===== config.mk =====
export PLATFORM = sky130hd
export DESIGN_NAME = pipelined_addsub_flat
export DESIGN_NICKNAME = d
export VERILOG_FILES = /design/src/rtl/addsub_pkg.sv /design/src/rtl/pipelined_addsub_if.sv /design/src/rtl/addsub_segment.sv /design/src/rtl/pipelined_addsub.sv /design/src/flat_wrapper.sv
export SDC_FILE = /design/constraint.sdc
export NUM_CORES = 1
export LEC_CHECK = 0
export CAP_MARGIN = 20
export CORE_ASPECT_RATIO = 0.5
export CORE_MARGIN = 10
export CORE_UTILIZATION = 33
export CTS_CLUSTER_DIAMETER = 120
export DETAILED_ROUTE_END_ITERATION = 8
export PLACE_DENSITY_LB_ADDON = 0.15
export SLEW_MARGIN = 25
export SYNTH_ARGS = -nofsm -noshare
export SYNTH_HDL_FRONTEND = slang
export SYNTH_SLANG_ARGS = --single-unit

===== constraint.sdc =====
create_clock -name clk -period 7.19 [get_ports clk]
set_input_delay 1.438 -clock clk [delete_from_list [all_inputs] [get_ports clk]]
set_output_delay 1.438 -clock clk [all_outputs]
set_load 0.005 [all_outputs]

===== src/rtl/addsub_pkg.sv =====
// Shared op encoding and result-flag bundle for the pipelined adder/subtractor.
// Latency: n/a (types and constants only).
// Backpressure: n/a.
package addsub_pkg;

   localparam logic OP_ADD = 1'b0;
   localparam logic OP_SUB = 1'b1;

   // Flags travel together with the result out of the last stage.
   typedef struct packed {
      logic carry;   // carry out of MSB; for SUB, 1 means no borrow
      logic ovf;     // signed overflow
      logic zero;    // result is all zeros
   } flags_t;

endpackage


===== src/rtl/pipelined_addsub_if.sv =====
// Operand/result handshake bundle between producers, the adder pipeline and the consumer.
// Latency: n/a (wires only).
// Backpressure: in_ready/out_ready carry the valid-ready handshake in each direction.
interface pipelined_addsub_if #(
   parameter int WIDTH = 32
);
   logic             in_valid;
   logic             in_ready;
   logic             in_op;
   logic [WIDTH-1:0] in_a;
   logic [WIDTH-1:0] in_b;
   logic             out_valid;
   logic             out_ready;
   logic [WIDTH-1:0] out_sum;
   logic             out_carry;
   logic             out_ovf;
   logic             out_zero;

   // Producer/consumer side.
   modport master (
      output in_valid, in_op, in_a, in_b, out_ready,
      input  in_ready, out_valid, out_sum, out_carry, out_ovf, out_zero
   );

   // Adder side.
   modport slave (
      input  in_valid, in_op, in_a, in_b, out_ready,
      output in_ready, out_valid, out_sum, out_carry, out_ovf, out_zero
   );
endinterface


===== src/rtl/addsub_segment.sv =====
// One SEG-bit slice of the carry chain: sum, carry-out and carry into the slice MSB.
// Latency: combinational.
// Backpressure: none; the owning pipeline decides when results are captured.
module addsub_segment #(
   parameter int SEG = 8
) (
   input  logic [SEG-1:0] a,
   input  logic [SEG-1:0] b,
   input  logic           ci,
   output logic [SEG-1:0] s,
   output logic           co,
   output logic           c_msb
);

   logic [SEG:0] full;

   assign full = {1'b0, a} + {1'b0, b} + {{SEG{1'b0}}, ci};
   assign s    = full[SEG-1:0];
   assign co   = full[SEG];
   // Carry into the top bit is recovered from the sum bit: s = a ^ b ^ cin.
   assign c_msb = s[SEG-1] ^ a[SEG-1] ^ b[SEG-1];

endmodule


===== src/rtl/pipelined_addsub.sv =====
// Pipelined two's-complement add/sub; one carry segment resolved per stage, flags at the end.
// Latency: beat accepted at edge N is presented after edge N+STAGES-1; 1 beat/cycle.
// Backpressure: whole pipeline stalls when out_valid & !out_ready; in_ready = !out_valid | out_ready.
module pipelined_addsub
   import addsub_pkg::*;
#(
   parameter int WIDTH  = 32,
   parameter int STAGES = 4
) (
   input  logic              clk,
   input  logic              rst,
   pipelined_addsub_if.slave bus
);

   localparam int SEG  = WIDTH / STAGES;
   localparam int LAST = STAGES - 1;

   // Reject geometries where the carry chain cannot be split evenly.
   if (WIDTH < 2 || STAGES < 1 || (WIDTH % STAGES) != 0) begin : g_bad_geometry
      $error("pipelined_addsub: WIDTH must be >= 2 and a multiple of STAGES");
   end

   // Pipeline state: operands ride along until their slice is consumed, the
   // partial result fills in one slice per stage.
   logic [STAGES-1:0] vld_q, vld_d;
   logic [WIDTH-1:0]  a_q   [STAGES];
   logic [WIDTH-1:0]  a_d   [STAGES];
   logic [WIDTH-1:0]  b_q   [STAGES];
   logic [WIDTH-1:0]  b_d   [STAGES];
   logic [WIDTH-1:0]  sum_q [STAGES];
   logic [WIDTH-1:0]  sum_d [STAGES];
   logic              cy_q  [STAGES];
   logic              cy_d  [STAGES];
   flags_t            flags_q, flags_d;

   // What each stage works on this cycle.
   logic [WIDTH-1:0]  stg_a   [STAGES];
   logic [WIDTH-1:0]  stg_b   [STAGES];
   logic [WIDTH-1:0]  stg_sum [STAGES];
   logic              stg_ci  [STAGES];

   logic [SEG-1:0]    seg_sum  [STAGES];
   logic [STAGES-1:0] seg_co;
   logic              seg_cmsb [STAGES];

   logic              advance;

   assign advance = !vld_q[LAST] || bus.out_ready;

   // Stage 0 takes fresh operands (B pre-inverted for SUB, carry-in = op);
   // later stages take the previous stage's registers.
   always_comb begin
      for (int k = 0; k < STAGES; k++) begin
         stg_a[k]   = '0;
         stg_b[k]   = '0;
         stg_sum[k] = '0;
         stg_ci[k]  = 1'b0;
      end
      stg_a[0]  = bus.in_a;
      stg_b[0]  = (bus.in_op == OP_SUB) ? ~bus.in_b : bus.in_b;
      stg_ci[0] = bus.in_op;
      for (int k = 1; k < STAGES; k++) begin
         stg_a[k]   = a_q[k-1];
         stg_b[k]   = b_q[k-1];
         stg_sum[k] = sum_q[k-1];
         stg_ci[k]  = cy_q[k-1];
      end
   end

   for (genvar k = 0; k < STAGES; k++) begin : g_seg
      addsub_segment #(.SEG(SEG)) u_seg (
         .a     (stg_a[k][k*SEG +: SEG]),
         .b     (stg_b[k][k*SEG +: SEG]),
         .ci    (stg_ci[k]),
         .s     (seg_sum[k]),
         .co    (seg_co[k]),
         .c_msb (seg_cmsb[k])
      );
   end

   // Next state: everything holds on stall, otherwise every stage advances
   // and a bubble enters stage 0 when no beat is offered.
   always_comb begin
      vld_d   = vld_q;
      a_d     = a_q;
      b_d     = b_q;
      sum_d   = sum_q;
      cy_d    = cy_q;
      flags_d = flags_q;
      if (advance) begin
         vld_d[0] = bus.in_valid;
         for (int k = 1; k < STAGES; k++) begin
            vld_d[k] = vld_q[k-1];
         end
         for (int k = 0; k < STAGES; k++) begin
            a_d[k]                  = stg_a[k];
            b_d[k]                  = stg_b[k];
            sum_d[k]                = stg_sum[k];
            sum_d[k][k*SEG +: SEG]  = seg_sum[k];
            cy_d[k]                 = seg_co[k];
         end
         flags_d.carry = seg_co[LAST];
         flags_d.ovf   = seg_cmsb[LAST] ^ seg_co[LAST];
         flags_d.zero  = (sum_d[LAST] == '0);
      end
   end

   // Pipeline registers; reset drops every in-flight beat.
   always_ff @(posedge clk or posedge rst) begin
      if (rst) begin
         vld_q   <= '0;
         flags_q <= '0;
         for (int k = 0; k < STAGES; k++) begin
            a_q[k]   <= '0;
            b_q[k]   <= '0;
            sum_q[k] <= '0;
            cy_q[k]  <= 1'b0;
         end
      end else begin
         vld_q   <= vld_d;
         flags_q <= flags_d;
         for (int k = 0; k < STAGES; k++) begin
            a_q[k]   <= a_d[k];
            b_q[k]   <= b_d[k];
            sum_q[k] <= sum_d[k];
            cy_q[k]  <= cy_d[k];
         end
      end
   end

   assign bus.in_ready  = advance;
   assign bus.out_valid = vld_q[LAST];
   assign bus.out_sum   = sum_q[LAST];
   assign bus.out_carry = flags_q.carry;
   assign bus.out_ovf   = flags_q.ovf;
   assign bus.out_zero  = flags_q.zero;

endmodule


===== src/flat_wrapper.sv =====
// flat-port wrapper written by rule: the top's interface ports become plain ports
module pipelined_addsub_flat import addsub_pkg::*;
#(
   parameter int WIDTH  = 32,
   parameter int STAGES = 4
)
  (clk, rst, bus_in_valid, bus_in_op, bus_in_a, bus_in_b, bus_out_ready, bus_in_ready, bus_out_valid, bus_out_sum, bus_out_carry, bus_out_ovf, bus_out_zero);
  pipelined_addsub_if #(.WIDTH(WIDTH)) bus_i ();
  input  logic clk;
  input  logic rst;
  input wire logic [$bits(bus_i.in_valid)-1:0] bus_in_valid;
  input wire logic [$bits(bus_i.in_op)-1:0] bus_in_op;
  input wire logic [$bits(bus_i.in_a)-1:0] bus_in_a;
  input wire logic [$bits(bus_i.in_b)-1:0] bus_in_b;
  input wire logic [$bits(bus_i.out_ready)-1:0] bus_out_ready;
  output wire logic [$bits(bus_i.in_ready)-1:0] bus_in_ready;
  output wire logic [$bits(bus_i.out_valid)-1:0] bus_out_valid;
  output wire logic [$bits(bus_i.out_sum)-1:0] bus_out_sum;
  output wire logic [$bits(bus_i.out_carry)-1:0] bus_out_carry;
  output wire logic [$bits(bus_i.out_ovf)-1:0] bus_out_ovf;
  output wire logic [$bits(bus_i.out_zero)-1:0] bus_out_zero;
  assign bus_i.in_valid = bus_in_valid;
  assign bus_i.in_op = bus_in_op;
  assign bus_i.in_a = bus_in_a;
  assign bus_i.in_b = bus_in_b;
  assign bus_i.out_ready = bus_out_ready;
  assign bus_in_ready = bus_i.in_ready;
  assign bus_out_valid = bus_i.out_valid;
  assign bus_out_sum = bus_i.out_sum;
  assign bus_out_carry = bus_i.out_carry;
  assign bus_out_ovf = bus_i.out_ovf;
  assign bus_out_zero = bus_i.out_zero;
  pipelined_addsub #(.WIDTH(WIDTH), .STAGES(STAGES)) u_core (.clk(clk), .rst(rst), .bus(bus_i));
endmodule

==> key figures, run 1 <==
Outcome
  – Status: finished clean

Floorplanning
  – Core area: 25100 um2
  – Starting Density: 33.4%
  – Num ports: between 100 and 150
  – Die span in x: ~250 um
  – Die H: around 130 um
  – Std-Cell Rows: a little over 40
  – Die area: 32500 um2

Layout
  – Syn-to-layout area delta: 23.3%
  – Util after Layout: 41.1%
  – Nets: 1114
  – Number of diodes: 0
  – Ratio of cells with drive above 1 in the final layout: 4.30%
  – Fin area: 10300 um2
  – Finished Layout Cells: ~1400
  – Filler Cell Count: approximately 2500

Clock tree
  – Sink Count: 186
  – H-tree Lvls: 4
  – Clock Pin Slew Worst Setup and Hold Paths: approximately 0.060 ns
  – Clk root buf: clkbuf_16
  – Clk Latency, worst-skew pair: approximately 0.42 ns
  – CTS Buffer Depth: 2
  – TritonCTS clock tree: yes
  – CTS buffer count: 17
  – Setup bufs post-CTS: 0
  – Resize count post-CTS: 0
  – Hold Buf Count CTS: 0

Global routing
  – Global-route wire length before repair: about 30000 um
  – Pin count of the biggest net entering global routing: between 200 and 250
  – GRT overflow: 0
  – Overall Global Routing Usage: 11.4%
  – Number of global-route vias before repair: slightly above 6000
  – Antenna violations before repair: 0

Worst setup path
  – Worst Setup Path Type: input pin to primary output
  – Worst path arrival time: ~3.3 ns
  – Startpoint types: input pin
  – Worst path required time: approximately 5.8 ns
  – CP endpoint kind: primary output
  – CP Launch Point: bus_out_ready
  – FF-to-FF Start: u_core.vld_q[3]$_DFFE_PP0P_
  – Critical path peak fanout: about 210

Yosys
  – Async S/R FF share, synth: 100%
  – Synth Register Bits: roughly 190
  – Synth unique cells: 38
  – Mapped Avg Cell Area: approximately 9 um2
  – Post-synth top area cell: dfrtp_1
  – Gate Count Post-Synth: 926
  – Top cells by area, synth: dfrtp_1 56%, nand2_1 19%, xnor2_1 4.3%
  – Yosys top cell area share: a little under three fifths
  – Post-Syn Area: 8370 um2
  – Mapped Nets: 1030
  – Seq/Total Area, Yosys: 55.6%
  – Top_reg_cell synth: dfrtp_1
  – Warnings from Yosys: 0
  – EDFF count, synth: 0

STA
  – Final min period: between 4 and 5 ns
  – Fmax: between 200 and 250 MHz
  – RSZ-0062 raised after global routing: false
  – Final Max Tran Viols: 0
  – Clock Skew: ~0.0083 ns
  – Setup TNS: 0 ns
  – Period utilisation layout: between 60% and 70%
  – Setup violators final: 0
  – Worst hold slack: approximately 0.47 ns
  – Slew margin rel.: a little over a third
  – Hold Vio Cnt, Final: 0
  – Slew @ Worst Pin: a little under 1 ns

Power
  – Worst VDD drop: 177 uV
  – PwrDens: between 400 and 500 nW/um2
  – Static leakage: between 4 and 5 nW

Placed design
  – Input/output buffers: 105
  – Gpl congestion: 0.739
  – Final HPWL DP: approximately 12000 um
  – Cells after DPL: 1335
  – Dpl cell area: between 9000 and 10000 um2

Hold path
  – Min-delay worst type: register to register
  – Hold Crit Start: u_core.vld_q[2]$_DFFE_PP0P_

Route
  – TritonRoute pass-1 iters: 4
  – Routed WL: 18300 um
  – Detailed-route via count: just over 6000
  – DRT antenna net count: 0
  – DRC viols: 0
  – 1st-iter DRT viols: slightly above 500
  – Via-per-instance ratio: about 4.4
  – WL per Instance: approximately 13 um

Run
  – Max-cap violation count: 0
## per-stage QoR
step,setup slack [ns],power [mW]
2_1_floorplan,0.695,2.97
3_3_place_gp,2.52,3.55
3_5_place_dp,2.52,3.59
4_1_cts,2.53,4.52
5_1_grt,2.41,4.83
6_report,2.45,4.45
## final timing paths
kind	to	slack, ns	depth (start not counted)
setup / recovery	bus_in_ready	2.45	5
hold / removal	u_core.vld_q[2]$_DFFE_PP0P_	0.47	2
setup reg to reg	u_core.stg_sum[16]$_DFFE_PP0P_	4.18	7
hold reg to reg	u_core.vld_q[2]$_DFFE_PP0P_	0.47	2
max in group asynchronous	u_core.bus.out_sum[6]$_DFFE_PP0P_	4.23	3
min in group asynchronous	u_core.a_q[121]$_DFFE_PP0P_	1.53	2
## synth_stat cells, types with 3 or more instances
cell / n
a21oi_1: 30
a21o_1: 4
clkbuf_1: 38
nor4_1: 7
ha_1: 28
nor3_1: 6
inv_1: 20
o21bai_1: 9
xnor2_1: 41
fa_1: 7
o31ai_1: 3
nor2_1: 26
xor2_1: 12
buf_1: 7
dfrtp_1: 186
nand3_1: 5
a211oi_1: 3
nor2b_1: 3
nand2b_1: 4
o21ai_1: 41
nand2_1: 427
## power by group
group / internal (mW) / switching (mW) / total, mW
registers: 1.52 / 0.295 / 1.81
logic: 0.810 / 0.901 / 1.71
clock network: 0.516 / 0.409 / 0.925
## sequential cells by signal (all words and copies together) (netlist names)
name / cells
u_core.a_q: 48
u_core.b_q: 48
u_core.bus.out_carry: 1
u_core.bus.out_ovf: 1
u_core.bus.out_sum: 32
u_core.bus.out_zero: 1
u_core.cy_q: 3
u_core.stg_sum: 48
u_core.vld_q: 4
## routing by layer
layer  share of wire [%]  wire length [um]  GRT usage [%]  vias up
li1                    -                 -              -     3099
met1                  46              8490           14.3     2919
met2                  50              9220           19.5       34
met3                 2.0               360           2.07       14
met4                 1.1               207           3.64        0
met5                   0                 0              0        -
## area by class of cell
class	count	area, um2	area share, %
tap	344	430	4.17
inverter	21	88.8	0.861
multi-input combinational	674	3470	33.7
timing repair buffer	110	1100	10.6
clock buffer	23	488	4.73
clock inverter	9	87.6	0.849
sequential	186	4650	45.1
## critical path: stages
cell             delay [ns]
clkdlybuf4s50_1        0.44
nor2b_4                0.14
buf_12                 0.52
inv_4                  0.02
clkdlybuf4s50_1        0.47
## placed cells by master (no fill, tap or decap), drive strengths merged, types with 2 or more instances in the layout
cell type,Yosys,layout
dfrtp,186,186
fa,7,7
xor2,12,12
a21o,4,4
nor3,7,7
buf,7,6
a21boi,2,2
mux2,2,2
nor2b,3,3
o31ai,3,3
nor2,26,26
clkinv,0,3
nand2b,4,4
o211ai,2,2
nand2,427,427
nand3,6,6
o21bai,9,9
ha,28,28
o21ai,42,42
xnor2,41,41
inv,21,22
nor4,7,7
clkdlybuf4s50,0,104
clkinvlp,0,4
nand4,2,2
a21oi,30,30
a211oi,3,3
clkbuf,38,23
## cells by family after synthesis
kind of cell,Yosys count,synth area share (%)
flops,186,55.6
fa+ha+maj,35,5.86
simple gates,484,22.6
mux,2,0.314
xor+xnor,54,5.82
compound gates,99,6.80
buf+inv,66,2.96
Power figures use the tool's default switching activity.
==> inputs of run 2 (changes only) <==
- clock period: 7.19 -> 4.7 ns (I/O delays scaled with it)
==> run 2 against run 1 <==
Compared with the run above: critical path depth is 1 lower; sequential power rose by 52%; critical path type unchanged; register-to-register slack worse by 2.4 ns; global-route usage is 0.38 points higher; sequential share of layout area fell by 0.23 points; routed wire length grew 0.83%; final cell count stayed put; non-clock buffer count is 1 higher; clock skew down 0.00088 ns; final area increased by 0.52%; highest routed layer unchanged; worst setup slack worse by 0.82 ns.
==> key figures, run 2 (synthesized netlist as in run 1, its figures left out) <==
Outcome
  – Status: finished clean

Global routing
  – Number of global-route vias before repair: ~6300
  – Overall Global Routing Usage: 11.8%
  – Global-route wire length before repair: 31400 um
  – GRT overflow: 0
  – Pin count of the biggest net entering global routing: approximately 200
  – Antenna violations before repair: 0

Clock tree
  – Clock Pin Slew Worst Setup and Hold Paths: approximately 0.06 ns
  – Clk root buf: clkbuf_16
  – TritonCTS clock tree: yes
  – Hold Buf Count CTS: 0
  – Setup bufs post-CTS: 0
  – CTS buffer count: 17
  – CTS Buffer Depth: 2
  – H-tree Lvls: 4
  – Resize count post-CTS: 0
  – Clk Latency, worst-skew pair: around 0.43 ns
  – Sink Count: ~190

STA
  – Clock Skew: 0.00742 ns
  – Fmax: ~330 MHz
  – Slew margin rel.: about two fifths
  – RSZ-0062 raised after global routing: false
  – Final min period: 3.07 ns
  – Setup TNS: 0 ns
  – Final Max Tran Viols: 0
  – Slew @ Worst Pin: 0.913 ns
  – Final worst slack: between 1.5 and 2 ns
  – Period utilisation layout: approximately two thirds
  – Hold Vio Cnt, Final: 0
  – Setup violators final: 0
  – Worst hold slack: between 0.4 and 0.5 ns

Route
  – TritonRoute pass-1 iters: 4
  – 1st-iter DRT viols: 341
  – Via-per-instance ratio: around 4.5
  – Detailed-route via count: 6095
  – DRC viols: 0
  – WL per Instance: between 10 and 15 um
  – Routed WL: about 18000 um
  – DRT antenna net count: 0

Worst setup path
  – Worst Setup Path Type: input pin to primary output
  – R2r endpoint: u_core.bus.out_ovf$_DFFE_PP0P_
  – CP Launch Point: bus_out_ready
  – FF-to-FF Start: u_core.cy_q[1]$_DFFE_PP0P_
  – Worst path required time: ~3.8 ns
  – CP endpoint kind: primary output
  – R2R setup slack: ~1.8 ns
  – Startpoint types: input pin
  – Critical Path End: bus_in_ready
  – Length in cells of the worst reg-to-reg path: 9
  – Worst path arrival time: ~2.1 ns
  – Critical path peak fanout: 3

Hold path
  – Hold Crit Depth: 2
  – Min-delay worst type: register to register

Power
  – Worst VDD drop: around 270 uV
  – Clock network power share: a little over a fifth
  – Int Pwr: around 4.4 mW
  – Switching Share: 35.5%
  – Final Power: between 6 and 7 mW
  – PwrDens: 660 nW/um2
  – Comb power frac: between 30 and 40%
  – Sequential Power Share: 40.3%
  – Static leakage: 4.97 nW
  – NetSw: 2.43 mW

Layout
  – Commonest non-fill, non-tap cell in the layout: nand2_1
  – Ratio of cells with drive above 1 in the final layout: 4.11%
  – Syn-to-layout area delta: 24.0%
  – Util after Layout: roughly two fifths
  – Nets: around 1100
  – Commonest non-fill, non-tap cells in the layout: 427 x nand2_1, 186 x dfrtp_1, 104 x clkdlybuf4s50_1
  – Fin area: 10400 um2
  – Number of diodes: 0
  – Finished Layout Cells: between 1000 and 1500

Floorplanning
  – Starting Density: 33.4%
  – Core area: between 20000 and 30000 um2
  – Std-Cell Rows: 41
  – Num ports: ~110
  – Die H: about 130 um
  – Die area: between 30000 and 40000 um2
  – Die span in x: approximately 250 um

Run
  – Max-cap violation count: 0

Placed design
  – Cells after DPL: about 1300
  – Input/output buffers: 105
  – Final HPWL DP: around 12000 um
  – Place WS: 1.21 ns
  – Dpl cell area: approximately 10000 um2
  – Gpl congestion: approximately 0.74
## run 2: cell types whose count changed in the layout (fill, tap and decap cells not counted), sizes merged
| cell | change |
|---|---|
| clkinvlp | -1 |
| clkinv | -2 |
| clkbuf | +3 |
| inv | -2 |
| bufinv | +1 |
| buf | +1 |
## run 2: routing by layer
layer / GRT usage, % / share of wire, % / vias up
met3: 2.59 / 2.1 / 19
met4: 4.01 / 1.5 / 0
li1: - / - / 3109
met5: 0 / 0 / -
met1: 14.8 / 47 / 2923
met2: 19.6 / 50 / 44
## run 2: power groups by stage
stage | combinational (mW) | clock (mW) | sequential (mW)
6_report | 2.64 | 1.45 | 2.76
5_1_grt | 3.05 | 1.56 | 2.87
4_1_cts | 2.70 | 1.49 | 2.78
3_5_place_dp | 2.69 | 0 | 2.80
3_3_place_gp | 2.64 | 0 | 2.78
2_1_floorplan | 1.86 | 0 | 2.68
## run 2: cell type report
cell class / count / area (um2)
fillers: 2519 / 14700
flip-flops and latches: 186 / 4650
multi-input cells: 674 / 3470
clock buffers: 26 / 509
repair buffers: 111 / 1140
inverters: 21 / 85.1
well taps: 344 / 430
clock inverters: 5 / 83.8
## run 2: worst min path at each step
stage	to	slack, ns	startpoint
5_1_grt	u_core.a_q[117]$_DFFE_PP0P_	0.49	u_core.a_q[117]$_DFFE_PP0P_
3_5_place_dp	u_core.vld_q[2]$_DFFE_PP0P_	0.45	u_core.vld_q[2]$_DFFE_PP0P_
4_1_cts	u_core.vld_q[2]$_DFFE_PP0P_	0.47	u_core.vld_q[2]$_DFFE_PP0P_
6_report	u_core.a_q[94]$_DFFE_PP0P_	0.46	u_core.a_q[94]$_DFFE_PP0P_
3_3_place_gp	u_core.vld_q[2]$_DFFE_PP0P_	0.44	u_core.vld_q[2]$_DFFE_PP0P_
2_1_floorplan	u_core.vld_q[2]$_DFFE_PP0P_	0.43	u_core.vld_q[2]$_DFFE_PP0P_
## run 2: critical path, cell delays in order
cell,delay (ns)
clkdlybuf4s50_1,0.44
nor2b_4,0.23
inv_4,0.05
clkdlybuf4s50_1,0.47
